==> src/rtl/reorder_buffer_pkg.sv <==
// Shared definitions for the reorder buffer and the rename stage.
// Holds the register-name widths, the ROB geometry and the ROB entry layout.
package reorder_buffer_pkg;

   localparam int unsigned PHYS_W    = 6;
   localparam int unsigned ARCH_W    = 5;
   localparam int unsigned ROB_DEPTH = 16;
   localparam int unsigned TAG_W     = $clog2(ROB_DEPTH);

   typedef struct packed {
      logic              valid;
      logic              done;
      logic [ARCH_W-1:0] arch_rd;
      logic [PHYS_W-1:0] phys_rd;
      logic [PHYS_W-1:0] old_phys_rd;
   } rob_entry_t;

endpackage

==> src/rtl/reorder_buffer_if.sv <==
// Reorder buffer bus: allocation, completion and retire channels plus status.
//   master : rename/execute side (drives alloc_* and complete_*, observes the rest)
//   slave  : the reorder buffer itself
interface reorder_buffer_if;
   import reorder_buffer_pkg::*;

   // Allocation channel
   logic              alloc_valid;
   logic [ARCH_W-1:0] alloc_arch_rd;
   logic [PHYS_W-1:0] alloc_phys_rd;
   logic [PHYS_W-1:0] alloc_old_phys_rd;
   logic              alloc_ready;
   logic [TAG_W-1:0]  alloc_tag;
   // Completion channel
   logic              complete_valid;
   logic [PHYS_W-1:0] complete_phys_reg;
   // Retire channel
   logic              retire_valid;
   logic [PHYS_W-1:0] retire_phys_reg;
   logic [ARCH_W-1:0] retire_arch_reg;
   logic [PHYS_W-1:0] retire_new_phys;
   // Status
   logic [TAG_W:0]    rob_count;
   logic              complete_miss;
   logic              overflow_err;

   modport master (
      output alloc_valid, alloc_arch_rd, alloc_phys_rd, alloc_old_phys_rd,
      output complete_valid, complete_phys_reg,
      input  alloc_ready, alloc_tag,
      input  retire_valid, retire_phys_reg, retire_arch_reg, retire_new_phys,
      input  rob_count, complete_miss, overflow_err
   );

   modport slave (
      input  alloc_valid, alloc_arch_rd, alloc_phys_rd, alloc_old_phys_rd,
      input  complete_valid, complete_phys_reg,
      output alloc_ready, alloc_tag,
      output retire_valid, retire_phys_reg, retire_arch_reg, retire_new_phys,
      output rob_count, complete_miss, overflow_err
   );

endinterface

==> src/rtl/reorder_buffer.sv <==
// In-order retire reorder buffer: circular entry array with head/tail/count.
// Ports:
//   clk   : sole clock, rising edge
//   reset : asynchronous, active-high
//   rob   : reorder_buffer_if.slave (alloc, complete, retire, status)
// Entries are allocated at tail, marked done by physical-register match on
// completion, and retired one per cycle from head once done.
module reorder_buffer
   import reorder_buffer_pkg::PHYS_W, reorder_buffer_pkg::ARCH_W, reorder_buffer_pkg::rob_entry_t;
#(
   parameter int unsigned ROB_DEPTH = reorder_buffer_pkg::ROB_DEPTH,
   parameter int unsigned TAG_W     = reorder_buffer_pkg::TAG_W
) (
   input logic               clk,
   input logic               reset,
   reorder_buffer_if.slave   rob
);

   localparam logic [TAG_W:0] FullCount = ROB_DEPTH[TAG_W:0];

   rob_entry_t        rob_q [ROB_DEPTH];
   rob_entry_t        rob_d [ROB_DEPTH];
   logic [TAG_W-1:0]  head_q, head_d;
   logic [TAG_W-1:0]  tail_q, tail_d;
   logic [TAG_W:0]    count_q, count_d;
   logic              overflow_q, overflow_d;
   logic              complete_miss_q, complete_miss_d;
   logic              retire_valid_q;
   logic [PHYS_W-1:0] retire_phys_q;
   logic [ARCH_W-1:0] retire_arch_q;
   logic [PHYS_W-1:0] retire_new_phys_q;

   logic alloc_ready;
   logic alloc_fire;
   logic retire_fire;
   logic any_match;

   // Readiness depends on registered count only, so a full ROB refuses
   // allocation even in a cycle where it retires.
   assign alloc_ready = (count_q < FullCount);
   assign alloc_fire  = rob.alloc_valid & alloc_ready;
   assign retire_fire = rob_q[head_q].valid & rob_q[head_q].done;

   always_comb begin
      rob_d           = rob_q;
      head_d          = head_q;
      tail_d          = tail_q;
      count_d         = count_q;
      overflow_d      = overflow_q | (rob.alloc_valid & ~alloc_ready);
      any_match       = 1'b0;

      // Only pre-edge valid entries can match, so the slot being allocated
      // this cycle is never marked done by a same-cycle completion.
      if (rob.complete_valid) begin
         for (int unsigned i = 0; i < ROB_DEPTH; i++) begin
            if (rob_q[i].valid && !rob_q[i].done &&
                (rob_q[i].phys_rd == rob.complete_phys_reg)) begin
               rob_d[i].done = 1'b1;
               any_match     = 1'b1;
            end
         end
      end
      complete_miss_d = rob.complete_valid & ~any_match;

      if (retire_fire) begin
         rob_d[head_q].valid = 1'b0;
         rob_d[head_q].done  = 1'b0;
         head_d              = head_q + 1'b1;
      end

      // Head and tail coincide only when empty or full; neither case lets
      // retire and alloc touch the same slot.
      if (alloc_fire) begin
         rob_d[tail_q].valid       = 1'b1;
         rob_d[tail_q].done        = 1'b0;
         rob_d[tail_q].arch_rd     = rob.alloc_arch_rd;
         rob_d[tail_q].phys_rd     = rob.alloc_phys_rd;
         rob_d[tail_q].old_phys_rd = rob.alloc_old_phys_rd;
         tail_d                    = tail_q + 1'b1;
      end

      if (alloc_fire && !retire_fire) begin
         count_d = count_q + 1'b1;
      end else if (!alloc_fire && retire_fire) begin
         count_d = count_q - 1'b1;
      end
   end

   always_ff @(posedge clk or posedge reset) begin
      if (reset) begin
         for (int unsigned i = 0; i < ROB_DEPTH; i++) begin
            rob_q[i] <= '0;
         end
         head_q            <= '0;
         tail_q            <= '0;
         count_q           <= '0;
         overflow_q        <= 1'b0;
         complete_miss_q   <= 1'b0;
         retire_valid_q    <= 1'b0;
         retire_phys_q     <= '0;
         retire_arch_q     <= '0;
         retire_new_phys_q <= '0;
      end else begin
         rob_q           <= rob_d;
         head_q          <= head_d;
         tail_q          <= tail_d;
         count_q         <= count_d;
         overflow_q      <= overflow_d;
         complete_miss_q <= complete_miss_d;
         retire_valid_q  <= retire_fire;
         // Retire fields hold their last value between pulses.
         if (retire_fire) begin
            retire_phys_q     <= rob_q[head_q].old_phys_rd;
            retire_arch_q     <= rob_q[head_q].arch_rd;
            retire_new_phys_q <= rob_q[head_q].phys_rd;
         end
      end
   end

   assign rob.alloc_ready     = alloc_ready;
   assign rob.alloc_tag       = tail_q;
   assign rob.retire_valid    = retire_valid_q;
   assign rob.retire_phys_reg = retire_phys_q;
   assign rob.retire_arch_reg = retire_arch_q;
   assign rob.retire_new_phys = retire_new_phys_q;
   assign rob.rob_count       = count_q;
   assign rob.complete_miss   = complete_miss_q;
   assign rob.overflow_err    = overflow_q;

endmodule

==> src/flat_wrapper.sv <==
// flat-port wrapper written by rule: the top's interface ports become plain ports
module reorder_buffer_flat import reorder_buffer_pkg::PHYS_W, reorder_buffer_pkg::ARCH_W, reorder_buffer_pkg::rob_entry_t;
#(
   parameter int unsigned ROB_DEPTH = reorder_buffer_pkg::ROB_DEPTH,
   parameter int unsigned TAG_W     = reorder_buffer_pkg::TAG_W
)
  (clk, reset, rob_alloc_valid, rob_alloc_arch_rd, rob_alloc_phys_rd, rob_alloc_old_phys_rd, rob_complete_valid, rob_complete_phys_reg, rob_alloc_ready, rob_alloc_tag, rob_retire_valid, rob_retire_phys_reg, rob_retire_arch_reg, rob_retire_new_phys, rob_rob_count, rob_complete_miss, rob_overflow_err);
  reorder_buffer_if rob_i ();
  input logic clk;
  input logic reset;
  input wire logic [$bits(rob_i.alloc_valid)-1:0] rob_alloc_valid;
  input wire logic [$bits(rob_i.alloc_arch_rd)-1:0] rob_alloc_arch_rd;
  input wire logic [$bits(rob_i.alloc_phys_rd)-1:0] rob_alloc_phys_rd;
  input wire logic [$bits(rob_i.alloc_old_phys_rd)-1:0] rob_alloc_old_phys_rd;
  input wire logic [$bits(rob_i.complete_valid)-1:0] rob_complete_valid;
  input wire logic [$bits(rob_i.complete_phys_reg)-1:0] rob_complete_phys_reg;
  output wire logic [$bits(rob_i.alloc_ready)-1:0] rob_alloc_ready;
  output wire logic [$bits(rob_i.alloc_tag)-1:0] rob_alloc_tag;
  output wire logic [$bits(rob_i.retire_valid)-1:0] rob_retire_valid;
  output wire logic [$bits(rob_i.retire_phys_reg)-1:0] rob_retire_phys_reg;
  output wire logic [$bits(rob_i.retire_arch_reg)-1:0] rob_retire_arch_reg;
  output wire logic [$bits(rob_i.retire_new_phys)-1:0] rob_retire_new_phys;
  output wire logic [$bits(rob_i.rob_count)-1:0] rob_rob_count;
  output wire logic [$bits(rob_i.complete_miss)-1:0] rob_complete_miss;
  output wire logic [$bits(rob_i.overflow_err)-1:0] rob_overflow_err;
  assign rob_i.alloc_valid = rob_alloc_valid;
  assign rob_i.alloc_arch_rd = rob_alloc_arch_rd;
  assign rob_i.alloc_phys_rd = rob_alloc_phys_rd;
  assign rob_i.alloc_old_phys_rd = rob_alloc_old_phys_rd;
  assign rob_i.complete_valid = rob_complete_valid;
  assign rob_i.complete_phys_reg = rob_complete_phys_reg;
  assign rob_alloc_ready = rob_i.alloc_ready;
  assign rob_alloc_tag = rob_i.alloc_tag;
  assign rob_retire_valid = rob_i.retire_valid;
  assign rob_retire_phys_reg = rob_i.retire_phys_reg;
  assign rob_retire_arch_reg = rob_i.retire_arch_reg;
  assign rob_retire_new_phys = rob_i.retire_new_phys;
  assign rob_rob_count = rob_i.rob_count;
  assign rob_complete_miss = rob_i.complete_miss;
  assign rob_overflow_err = rob_i.overflow_err;
  reorder_buffer #(.ROB_DEPTH(ROB_DEPTH), .TAG_W(TAG_W)) u_core (.clk(clk), .reset(reset), .rob(rob_i));
endmodule
==> config.mk <==
export PLATFORM = sky130hd
export DESIGN_NAME = reorder_buffer_flat
export DESIGN_NICKNAME = d
export VERILOG_FILES = /design/src/rtl/reorder_buffer_pkg.sv /design/src/rtl/reorder_buffer_if.sv /design/src/rtl/reorder_buffer.sv /design/src/flat_wrapper.sv
export SDC_FILE = /design/constraint.sdc
export NUM_CORES = 1
export LEC_CHECK = 0
export ABC_CLOCK_PERIOD_IN_PS = 31900
export BUFFER_PORTS_ARGS = -buffer_cell sky130_fd_sc_hd__buf_4
export CAP_MARGIN = 20
export CORE_UTILIZATION = 55
export CTS_CLUSTER_DIAMETER = 30
export DETAILED_ROUTE_END_ITERATION = 8
export GPL_ROUTABILITY_DRIVEN = 0
export PLACE_DENSITY_LB_ADDON = 0.25
export SYNTH_ARGS = -nofsm -noshare
export SYNTH_HDL_FRONTEND = slang
export SYNTH_SLANG_ARGS = --single-unit
==> constraint.sdc <==
create_clock -name clk -period 31.9 [get_ports clk]
set_input_delay 9.57 -clock clk [delete_from_list [all_inputs] [get_ports clk]]
set_output_delay 9.57 -clock clk [all_outputs]
set_load 0.03 [all_outputs]
==> flow_summary_export.csv, run 1 <==
group,metric,value,unit
floorplan,die_h,174.7,um
logic_synthesis,synth.most_common_cell,"dfrtp_1",
clock_tree,postCtsHoldBufs,0,
route,drt_first_pass_iters,7,
finish,largest_reg_flops,304,
timing,timing.final.ws_setup,20.31,ns
global_route,grt_start_max_net_pins,126,
setup_path,path_cells,"buf_4 -> inv_8 -> buf_4 -> buf_4",
global_route,grt_pass1_wl,66.58,mm
placed_design,dp_slack,19.64,ns
logic_synthesis,ys.flop_type,"dfrtp_1",
clock_tree,htreeDepth,3,
setup_path,critPathMostFrequentCell,"buf_4",
setup_path,rr_worst_depth,12,
setup_path,cp_max_fo,125,
timing,rsz0062_at_grt,"no",
timing,finalClockSkew,0.01892,ns
placed_design,place_hpwl,25.62,mm
logic_synthesis,synth.distinct_cells,38,
global_route,track_usage,29.04,%
finish,fillCellCount,2067,
setup_path,cp_data_required_time,32.45,ns
floorplan,coreArea,29010,um^2
logic_synthesis,synth_largest_area_cell,"dfrtp_1",
timing,period_needed,11.59,ns
setup_path,slowest_stage,"buf_4",
global_route,grt_pass1_vias,11380,
setup_path,slowest_delay,0.88,ns
route,wl,42.47,mm
floorplan,io_pins,57,
floorplan,core.rowCount,62,
power,p_per_area,110.3,nW/um^2
logic_synthesis,syn_area_per_cell,12.92,um^2
setup_path,cp-startpoint,"reset",
finish,fin_util,67.67,%
setup_path,r2r-end,"u_core.rob.rob_count[4]",
clock_tree,worstSkewPairLatency,0.56,ns
timing,worstMarginPinSlew,1.226,ns
finish,multi_input_area,7576,um^2
timing,hold_viol_final,0,
setup_path,worst_r2r_startpoint,"u_core.head_q[2]",
logic_synthesis,synth_area_leaders,"dfrtp_1 51%, mux2_2 15%, mux4_2 12%",
route,vias,10830,
finish,drive_gt1_share,38.35,%
power,leakagePower,0.008993,uW
clock_tree,post_cts_buffers,0,
logic_synthesis,yosysTopAreaCellShare,51.40,%
finish,design_area,19630,um^2
setup_path,worstSetupStartpointType,"input port",
route,antenna_left,0,
clock_tree,numCtsBuffers,71,
timing,drv_slew,0,
timing,final.period_utilization,36.32,%
finish,ff_latch_area,8441,um^2
clock_tree,clockBufferDepth,3,
setup_path,crit_end,"u_core.rob_q[113]",
floorplan,initial_core_util,56.55,%
clock_tree,clk_pin_slew,0.04,ns
finish,final_nets,1380,
placed_design,post_dp_cell_area,17150,um^2
clock_tree,cts_tree,"yes",
clock_tree,cts_sinks,337,
floorplan,die_area,30520,um^2
logic_synthesis,async_reset_ff_share,100.0,%
logic_synthesis,synth_cells,1270,
min_path,hold_class,"flop to flop",
route,wl_per_cell,23.86,um
logic_synthesis,yosysSeqAreaShare,51.40,%
status,run_status,"complete, no violations",
timing,setup-tns-final,0,ns
logic_synthesis,ys_warn_count,0,
logic_synthesis,synth_nets,1310,
job,max-cap-violations,0,
setup_path,critPathCaptureType,"asynchronous set/reset pin",
setup_path,worst-setup-path-type,"input port to asynchronous set/reset pin",
placed_design,io_buffer_count,56,
floorplan,die_w,174.7,um
global_route,grt_remaining_overflow,0,
setup_path,rrSetupSlack,27.99,ns
logic_synthesis,yosys-top-cells-count,"337 x dfrtp_1, 244 x nand2_1, 222 x mux2_2, 89 x mux4_2, 69 x xnor2_1",
setup_path,arrival,12.14,ns
global_route,antenna_found_initial,0,
finish,syn_to_final_growth,19.67,%
logic_synthesis,synth_edf_count,0,
logic_synthesis,syn-cell-area,16410,um^2
route,drt_iter0_markers,1008,
clock_tree,root_buffer,"clkbuf_16",
timing,max_freq,86.32,MHz
route,viasPerCell,6.083,
timing,slew_headroom,18.05,%
timing,setup_violations,0,
route,drc,0,
clock_tree,cts_resized,0,
power,peakVddDrop,0.00005494,V
logic_synthesis,ys_seq_elements,337,
[report_power, final]
| part | total [uW] | internal (uW) | switching [uW] |
|---|---|---|---|
| registers | 744 | 599 | 146 |
| clock network | 751 | 518 | 234 |
| logic | 669 | 357 | 311 |
[worst min-delay path by stage]
stage                                  from                      end  cells after the start
finish              u_core.rob.overflow_err  u_core.rob.overflow_err                      1
floorplan                 u_core.rob_q[247]        u_core.rob_q[247]                      2
global route        u_core.rob.overflow_err  u_core.rob.overflow_err                      1
CTS                 u_core.rob.overflow_err  u_core.rob.overflow_err                      1
detailed placement  u_core.rob.overflow_err  u_core.rob.overflow_err                      1
global placement    u_core.rob.overflow_err  u_core.rob.overflow_err                      1
[through the flow]
stage,power [uW],std cells,hold slack [ns]
after floorplan,1222,1270,0.4409
after global placement,1387,1651,0.4488
after detailed placement,1411,1651,0.4495
after CTS,2172,1779,0.4580
after global routing,2266,1779,0.4697
final,2165,1780,0.4529
[layout make-up]
cell class / instances / share of cell area [%]
sequential: 337 / 42.99
multi-input combinational: 839 / 38.59
clock buffer: 95 / 10.33
timing repair buffer: 82 / 3.136
tap: 384 / 2.447
clock inverter: 33 / 2.282
inverter: 9 / 0.2103
antenna: 1 / 0.01275
[cells by family after synthesis]
family | after synthesis | synth area share (%)
compound gates | 71 | 2.974
xor+xnor | 105 | 5.606
fa+ha+maj | 13 | 1.037
buf+inv | 94 | 2.646
flops | 337 | 51.40
mux | 311 | 27.46
simple gates | 339 | 8.877
[per-layer routing]
layer / up-vias / part of all wire [%] / global-route usage (%)
li1: 4654 / - / -
met1: 5680 / 42 / 39.57
met2: 392 / 49 / 46.41
met3: 101 / 6.4 / 5.418
met4: 0 / 3.1 / 11.38
met5: - / 0 / 0
[critical path, delay by kind of cell]
| family | cells | cell delay [ns] |
|---|---|---|
| buf+inv | 4 | 2.42 |
[cells in the final DEF (no fill, tap or decap), types with 8 or more instances in the layout]
cell / synthesis / routed
clkinv_2: 0 / 8
buf_4: 2 / 82
a211oi_1: 18 / 18
dfrtp_1: 337 / 335
a21o_1: 20 / 20
xor2_1: 36 / 36
nand3_1: 20 / 20
nor2_1: 19 / 10
clkbuf_1: 43 / 9
mux4_2: 89 / 89
ha_1: 12 / 12
clkbuf_16: 0 / 72
clkinvlp_4: 0 / 8
mux2_2: 222 / 222
a21oi_1: 18 / 18
nand3b_1: 13 / 13
nand2_1: 244 / 244
nor2_2: 3 / 12
nor4_1: 17 / 17
clkbuf_8: 0 / 14
bufinv_16: 0 / 9
xnor2_1: 69 / 69
(Power assumes the default switching activity.)
==> inputs of run 2 (changes only) <==
--- a/config.mk
+++ b/config.mk
@@ -5,7 +5,7 @@
 export SDC_FILE = /design/constraint.sdc
 export NUM_CORES = 1
 export LEC_CHECK = 0
-export ABC_CLOCK_PERIOD_IN_PS = 31900
+export ABC_CLOCK_PERIOD_IN_PS = 9850
 export BUFFER_PORTS_ARGS = -buffer_cell sky130_fd_sc_hd__buf_4
 export CAP_MARGIN = 20
 export CORE_UTILIZATION = 55
==> constraint.sdc (replaced) <==
create_clock -name clk -period 9.85 [get_ports clk]
set_input_delay 2.955 -clock clk [delete_from_list [all_inputs] [get_ports clk]]
set_output_delay 2.955 -clock clk [all_outputs]
set_load 0.03 [all_outputs]
==> run 2 against run 1 <==
Clock power grew to 3.0 times the previous value. Register-to-register slack worse by 22 ns. Sequential power grew to 3.2 times the previous value. Largest cell class unchanged. Count of clock-buffer cells in the layout is 1 higher. Largest power group is now sequential cells. Hold slack better by 0.0083 ns.
==> flow_summary_export.csv, run 2 (synthesized netlist as in run 1, its figures left out) <==
group,metric,value,unit
timing,period_needed,4.836,ns
route,antenna_left,0,
route,drt_iter0_markers,876,
timing,hold_viol_final,0,
power,leakagePower,0.008932,uW
floorplan,core.rowCount,62,
timing,setup-tns-final,0,ns
global_route,track_usage,28.85,%
status,run_status,"complete, no violations",
floorplan,die_area,30520,um^2
floorplan,initial_core_util,56.55,%
clock_tree,cts_tree,"yes",
clock_tree,clk_pin_slew,0.05,ns
clock_tree,worstSkewPairLatency,0.55,ns
global_route,grt_remaining_overflow,0,
placed_design,post_dp_cell_area,17190,um^2
setup_path,worst-setup-path-type,"input port to flop",
finish,final_nets,1381,
global_route,grt_pass1_wl,66.48,mm
global_route,antenna_found_initial,0,
power,peakVddDrop,0.0001993,V
timing,finalClockSkew,0.02524,ns
finish,fin_util,67.21,%
route,viasPerCell,6.074,
placed_design,io_buffer_count,56,
floorplan,die_h,174.7,um
job,max-cap-violations,0,
finish,final_cell_mix,"335 x dfrtp_1, 244 x nand2_1, 222 x mux2_2, 89 x mux4_2, 83 x buf_4",
route,wl_per_cell,23.48,um
setup_path,path_buf_inv,2,
finish,largest_reg_flops,304,
clock_tree,cts_resized,0,
setup_path,rrSetupSlack,6.00,ns
finish,layout_commonest_cell,"dfrtp_1",
timing,drv_slew,0,
global_route,grt_start_max_net_pins,86,
timing,slew_headroom,29.24,%
route,drt_first_pass_iters,5,
timing,final.period_utilization,49.10,%
setup_path,arrival,5.26,ns
route,wl,41.75,mm
setup_path,critPathCaptureType,"flop",
min_path,hold_class,"flop to flop",
finish,syn_to_final_growth,18.86,%
floorplan,io_pins,57,
power,p_per_area,349.3,nW/um^2
floorplan,coreArea,29010,um^2
timing,max_freq,206.8,MHz
clock_tree,numCtsBuffers,68,
clock_tree,root_buffer,"clkbuf_16",
clock_tree,htreeDepth,3,
setup_path,cpLargestDelayFamily,"simple AND/OR/NAND/NOR gates",
timing,worstMarginPinSlew,1.055,ns
setup_path,worstSetupStartpointType,"input port",
timing,rsz0062_at_grt,"no",
setup_path,path_cells,"buf_4 -> nor2b_1 -> nand2_1 -> nor2_2 -> buf_8 -> mux2_2",
setup_path,slowest_stage,"nor2b_1",
placed_design,place_hpwl,25.61,mm
clock_tree,cts_sinks,337,
setup_path,cp_data_required_time,10.27,ns
finish,fillCellCount,2064,
timing,setup_violations,0,
route,vias,10800,
finish,drive_gt1_share,38.16,%
setup_path,slowest_delay,0.65,ns
finish,antennaDiodeCount,0,
global_route,grt_pass1_vias,11570,
finish,design_area,19500,um^2
clock_tree,post_cts_buffers,0,
route,drc,0,
clock_tree,clockBufferDepth,3,
floorplan,die_w,174.7,um
setup_path,cp_max_fo,13,
clock_tree,postCtsHoldBufs,0,
==> run 2: per-stage QoR <==
stage	hold WS (ns)	total power (uW)	instances	setup slack, ns
floorplan	0.4409	3960	1270	2.390
CTS	0.4679	6838	1777	5.060
global placement	0.4438	4479	1652	4.299
detailed placement	0.4582	4558	1654	4.521
global route	0.4780	7152	1778	4.814
finish	0.4612	6811	1778	5.014
==> run 2: layout make-up <==
type                            count  area (um^2)  area share, %
Clock buffer                       96         1999          10.25
Timing Repair Buffer               86        680.7          3.491
Multi-Input combinational cell    839         7576          38.85
Sequential cell                   337         8441          43.29
Tap cell                          384        480.5          2.464
Clock inverter                     27        285.3          1.463
Inverter                            9        37.54         0.1925
==> run 2: final timing paths <==
check | start | endpoint | cells past startpoint
setup / recovery | rob_alloc_valid | u_core.rob_q[153] | 6
hold / removal | u_core.rob.overflow_err | u_core.rob.overflow_err | 1
setup reg to reg | u_core.head_q[2] | u_core.rob.rob_count[4] | 12
hold reg to reg | u_core.rob.overflow_err | u_core.rob.overflow_err | 1
max in group asynchronous | reset | u_core.head_q[0] | 4
min in group asynchronous | reset | u_core.rob.retire_arch_reg[3] | 3
==> run 2: power breakdown <==
| part | total, uW | internal (uW) | switching [uW] |
|---|---|---|---|
| logic | 2190 | 1160 | 1020 |
| registers | 2390 | 1940 | 456 |
| clock network | 2230 | 1490 | 736 |
==> run 2: layer usage <==
metal	wire length [um]	up-vias	GRT usage (%)
met5	0	-	0
met4	1669	0	12.90
met3	2495	118	5.200
met2	20200	404	46.08
met1	17380	5606	38.86
li1	-	4671	-
